$ cat src/rtl/cpu_wb_arb_pkg.sv
// Shared constants and the pending-result record for the CPU writeback arbiter.
package cpu_wb_arb_pkg;
    localparam int DEPTH = 2;
    localparam int AW    = 5;
    localparam int DW    = 32;
    localparam int NREG  = 1 << AW;
    localparam int CW    = $clog2(DEPTH + 1);
    localparam int IW    = $clog2(DEPTH);

    typedef struct packed {
        logic          valid;
        logic [AW-1:0] waddr;
        logic [DW-1:0] wdata;
    } wb_entry_t;
endpackage

$ cat src/rtl/cpu_wb_arb_fifo.sv
// In-order pending-result FIFO; entry 0 is always the head. Each entry (and the
// entry being pushed) is squashed when a younger pipeline write targets its address.
module cpu_wb_arb_fifo
    import cpu_wb_arb_pkg::*;
(
    input  logic          clk,
    input  logic          rst,
    input  logic          push,
    input  wb_entry_t     push_entry,
    input  logic          pop,
    input  logic          flush,
    input  logic          inv_en,
    input  logic [AW-1:0] inv_addr,
    output wb_entry_t     head,
    output logic [CW-1:0] count,
    output logic          inv_hit
);
    wb_entry_t     ent_q [DEPTH];
    wb_entry_t     ent_d [DEPTH];
    logic [CW-1:0] count_q, count_d;
    logic [CW-1:0] wr_idx;
    wb_entry_t     pe;

    always_comb begin
        ent_d   = ent_q;
        count_d = count_q;
        inv_hit = 1'b0;
        pe      = push_entry;
        wr_idx  = count_q - CW'(pop);
        for (int i = 0; i < DEPTH; i++) begin
            if (inv_en && ent_q[i].valid && ent_q[i].waddr == inv_addr) begin
                ent_d[i].valid = 1'b0;
                inv_hit        = 1'b1;
            end
        end
        if (inv_en && push && pe.valid && pe.waddr == inv_addr) begin
            pe.valid = 1'b0;
            inv_hit  = 1'b1;
        end
        // Slots beyond the occupancy are kept zeroed so they never match.
        if (pop) begin
            for (int i = 0; i < DEPTH - 1; i++) ent_d[i] = ent_d[i+1];
            ent_d[DEPTH-1] = '0;
        end
        if (push) ent_d[wr_idx[IW-1:0]] = pe;
        count_d = count_q + CW'(push) - CW'(pop);
        if (flush) begin
            for (int i = 0; i < DEPTH; i++) ent_d[i] = '0;
            count_d = '0;
        end
    end

    always_ff @(posedge clk or posedge rst) begin
        if (rst) begin
            for (int i = 0; i < DEPTH; i++) ent_q[i] <= '0;
            count_q <= '0;
        end else begin
            ent_q   <= ent_d;
            count_q <= count_d;
        end
    end

    assign head  = ent_q[0];
    assign count = count_q;
endmodule

$ cat src/rtl/cpu_wb_arb.sv
// Register-file write port arbiter: pipeline writeback wins, multicycle results queue.
// Optional busy scoreboard enabled by defining CPU_WB_ARB_SCOREBOARD_EN.
module cpu_wb_arb
    import cpu_wb_arb_pkg::*;
(
    input  logic            clk,
    input  logic            rst,
    input  logic            pipe_rfw,
    input  logic [AW-1:0]   pipe_waddr,
    input  logic [DW-1:0]   pipe_wdata,
    input  logic            mc_valid,
    input  logic [AW-1:0]   mc_waddr,
    input  logic [DW-1:0]   mc_wdata,
    output logic            mc_ready,
    input  logic            flush,
    output logic            rfw,
    output logic [AW-1:0]   rf_waddr,
    output logic [DW-1:0]   wdata,
    input  logic            mc_issue,
    input  logic [AW-1:0]   mc_issue_addr,
    output logic [NREG-1:0] busy
);
    logic          pipe_hit, push, pop, head_wr, inv_hit;
    wb_entry_t     push_entry, head;
    logic [CW-1:0] count;

    assign pipe_hit   = pipe_rfw && (pipe_waddr != '0);
    assign mc_ready   = (count < CW'(DEPTH)) && !flush;
    assign push       = mc_valid && mc_ready;
    assign push_entry = '{valid: (mc_waddr != '0), waddr: mc_waddr, wdata: mc_wdata};
    // A squashed head drains even while the pipeline owns the port.
    assign head_wr    = (count != '0) && head.valid && !pipe_hit && !flush;
    assign pop        = (count != '0) && (!head.valid || !pipe_hit);

    cpu_wb_arb_fifo u_fifo (
        .clk        (clk),
        .rst        (rst),
        .push       (push),
        .push_entry (push_entry),
        .pop        (pop),
        .flush      (flush),
        .inv_en     (pipe_hit),
        .inv_addr   (pipe_waddr),
        .head       (head),
        .count      (count),
        .inv_hit    (inv_hit)
    );

    always_comb begin
        rfw      = 1'b0;
        rf_waddr = '0;
        wdata    = '0;
        if (pipe_hit) begin
            rfw      = 1'b1;
            rf_waddr = pipe_waddr;
            wdata    = pipe_wdata;
        end else if (head_wr) begin
            rfw      = 1'b1;
            rf_waddr = head.waddr;
            wdata    = head.wdata;
        end
    end

`ifdef CPU_WB_ARB_SCOREBOARD_EN
    logic [NREG-1:0] busy_q, busy_d, set_m, clr_m;

    always_comb begin
        set_m = '0;
        clr_m = '0;
        if (mc_issue && mc_issue_addr != '0) set_m[mc_issue_addr] = 1'b1;
        if (flush) begin
            clr_m = '1;
        end else begin
            if (head_wr) clr_m[head.waddr]  = 1'b1;
            if (inv_hit) clr_m[pipe_waddr]  = 1'b1;
        end
        // Set is applied last so a same-cycle reissue keeps the bit.
        busy_d = (busy_q & ~clr_m) | set_m;
    end

    always_ff @(posedge clk or posedge rst) begin
        if (rst) busy_q <= '0;
        else     busy_q <= busy_d;
    end

    assign busy = busy_q;
`else
    logic unused_issue;
    assign unused_issue = ^{mc_issue, mc_issue_addr};
    assign busy = '0;
`endif
endmodule

$ cat config.mk
export PLATFORM = sky130hd
export DESIGN_NAME = cpu_wb_arb
export DESIGN_NICKNAME = d
export VERILOG_FILES = /design/src/rtl/cpu_wb_arb_pkg.sv /design/src/rtl/cpu_wb_arb_fifo.sv /design/src/rtl/cpu_wb_arb.sv
export SDC_FILE = /design/constraint.sdc
export NUM_CORES = 1
export LEC_CHECK = 0
export BUFFER_PORTS_ARGS = -buffer_cell sky130_fd_sc_hd__buf_2
export CORE_ASPECT_RATIO = 1.4
export CORE_MARGIN = 2
export CORE_UTILIZATION = 53
export DETAILED_ROUTE_END_ITERATION = 10
export GPL_TIMING_DRIVEN = 0
export PLACE_DENSITY_LB_ADDON = 0.05
export SLEW_MARGIN = 20
export SYNTH_ARGS = -nofsm -noshare
export SYNTH_HDL_FRONTEND = slang
export SYNTH_HIERARCHICAL = 1
export SYNTH_SLANG_ARGS = --single-unit
$ cat constraint.sdc
create_clock -name clk -period 3.6 [get_ports clk]
set_clock_uncertainty 0.2 [all_clocks]
set_input_delay 0.18 -clock clk [delete_from_list [all_inputs] [get_ports clk]]
set_output_delay 0.18 -clock clk [all_outputs]
set_load 0.05 [all_outputs]
==> impl_metrics.toml <==
[status]
status = "completed"

[sta]
finalSetupTns_ps = 0
worstMarginPinSlew_ps = 599.0
finalMaxSlewViolations = 0
finalCritPeriodShare = 0.9136
slew-limit-headroom = 0.6006
period_needed_ps = 3289
finalSetupViolations = 0
finalHoldViolations = 0
fmax_mhz = 304.1
rsz0062_at_grt = "no"

[floorplanning]
start_util = 0.5475
core_area_um2 = 9459
die_w_um = 87.54
boundaryPins = 156
die-height_um = 121.0
rows = 42
die-area_um2 = 10590

[clocking]
cts_tree = "done"
cts-root-buf = "clkbuf_16"
h-tree-depth = 3
numClockSinks = 78
postCtsSetupRepairBufs = 0
cts_buffers = 9
clkLatencyLatePin_ps = 340
clk_pin_slew_ps = 60
clockBufferDepth = 2

[placement]
dp.final_hpwl_mm = 10.27
place_area_um2 = 6048
port_buffers = 117
dp.cells = 848
gp_congestion = 0.9555

[run]
cap_violations = 0

[finish]
n_antenna_cell = 0
finalNonFillerCells = 901
fillCellCount = 792
finalInstanceArea_um2 = 6699
layout-drive-gt1-share = 0.2946
nets = 874
fin_util = 0.7082
areaGrowthSynthToFinish_pct = 29.35
multi_input_area_um2 = 2491
seq_area_um2 = 1952

[routing]
postRouteWirelength_mm = 15.21
vias = 4974
via_per_inst = 5.521
drt_iter0_markers = 354
dr.pass1.iters = 5
drc = 0
ant_nets = 0
wire_per_inst_um = 16.88

[grt]
grt_pass1_wl_mm = 23.94
grtUsageTotal = 0.2935
antenna_found_initial = 0
overflow = 0
grt_pass1_vias = 4825
grt_max_degree = 53

[worst_setup_path]
worstSetupStartpointType = "register"
cp_data_arrival_time_ps = 3280
worstPathMaxFanout = 10
endpoint_kind = "register"
cpPeakStageDelay_ps = 470
cp.required_ps = 3590
cp_slowest_cell = "clkbuf_1"
crit_chain = "or2_2 -> clkbuf_1 -> clkbuf_2 -> a21boi_0 -> ha_1 -> nand2_1 -> buf_4 -> clkbuf_1 -> a211oi_1"
cpMostUsedCell = "clkbuf_1"
crit_type = "register to register"

[pwr]
power.density_nw_per_um2 = 538.1
leakagePower_nw = 3.211
ir_drop_mv = 0.3398

[logic_synthesis]
yosysWarnings = 6
avgSynthCellArea_um2 = 8.792
synthCells = 589
syn_area_um2 = 5179

[hold_path]
min_path_type = "primary input to async pin"
==> where the power goes <==
part / total [mW] / internal (mW) / switching [mW]
sequential: 1.13 / 1.03 / 0.0974
combinational: 1.63 / 0.650 / 0.981
clock: 0.848 / 0.500 / 0.347
total: 3.60 / 2.18 / 1.43
==> layer usage <==
| layer | part of all wire | global-route usage | vias up |
|---|---|---|---|
| met5 | 0 | 0 | - |
| met4 | 0.022 | 0.1144 | 0 |
| met3 | 0.063 | 0.04286 | 25 |
| met2 | 0.50 | 0.4981 | 213 |
| met1 | 0.41 | 0.3722 | 2368 |
| li1 | - | - | 2368 |
==> sequential cells by signal, summed over array words and instances, names as in the netlist <==
| name | cells |
|---|---|
| u_fifo/ent_q | 38 |
| u_fifo/count | 2 |
| u_fifo/head | 38 |
==> cell usage in the layout (no fill, tap or decap), drive strengths merged, types with 3 or more instances in the layout <==
master / n
buf: 214
nor2: 78
dfrtp: 78
clkbuf: 46
nand3: 39
a21oi: 39
dlygate4sd3: 38
mux2i: 37
a211oi: 37
nor3b: 37
o21ai: 36
o211ai: 32
conb: 32
xor2: 13
nand2: 5
xnor2: 4
inv: 4
nor4: 3
nor2b: 3
==> critical path, delay by kind of cell, from the launching register on <==
kind                       cells  cell delay, ps
and+or+nand+nor                2             270
buffers and inverters          4            1410
adders and majority gates      1             340
AOI/OAI and AO/OA              2             520
DFF                            1             410
==> cell type report <==
class,count,area share
plain buffers,128,0.1251
clock buffers,14,0.03941
clock inverters,1,0.0007471
inverters,4,0.002615
multi-input cells,410,0.3719
flip-flops and latches,78,0.2914
well taps,110,0.02055
repair buffers,156,0.1483
==> repair_timing <==
action | CTS | global route
hold buffers | 38 | 0
resized for setup | 0 | 2
hold endpoints to repair | 104 | 0
endpoints found under the setup margin | 0 | 12
==> per-stage QoR <==
step / total power [mW] / hold slack (ps) / worst slack [ps]
floorplan: 2.324 / 129.8 / 924.0
global route: 3.789 / 206.5 / 111.6
CTS: 3.595 / 173.1 / 261.0
detailed placement: 2.710 / -0.7520 / 276.4
global placement: 2.673 / 234.5 / 265.8
finish: 3.604 / 183.3 / 311.2
==> path summary, 6_finish.rpt <==
check / depth (start not counted) / slack, ps / end / from
setup / recovery: 9 / 310 / u_fifo/head[15] / u_fifo/count[1]
hold / removal: 3 / 180 / u_fifo/head[21] / rst
setup reg to reg: 9 / 310 / u_fifo/head[15] / u_fifo/count[1]
hold reg to reg: 2 / 360 / u_fifo/ent_q[37] / u_fifo/ent_q[37]
max in group asynchronous: 4 / 2420 / u_fifo/head[0] / rst
min in group clk: 5 / 220 / u_fifo/ent_q[37] / pipe_waddr[4]
Power figures use the tool's default switching activity.
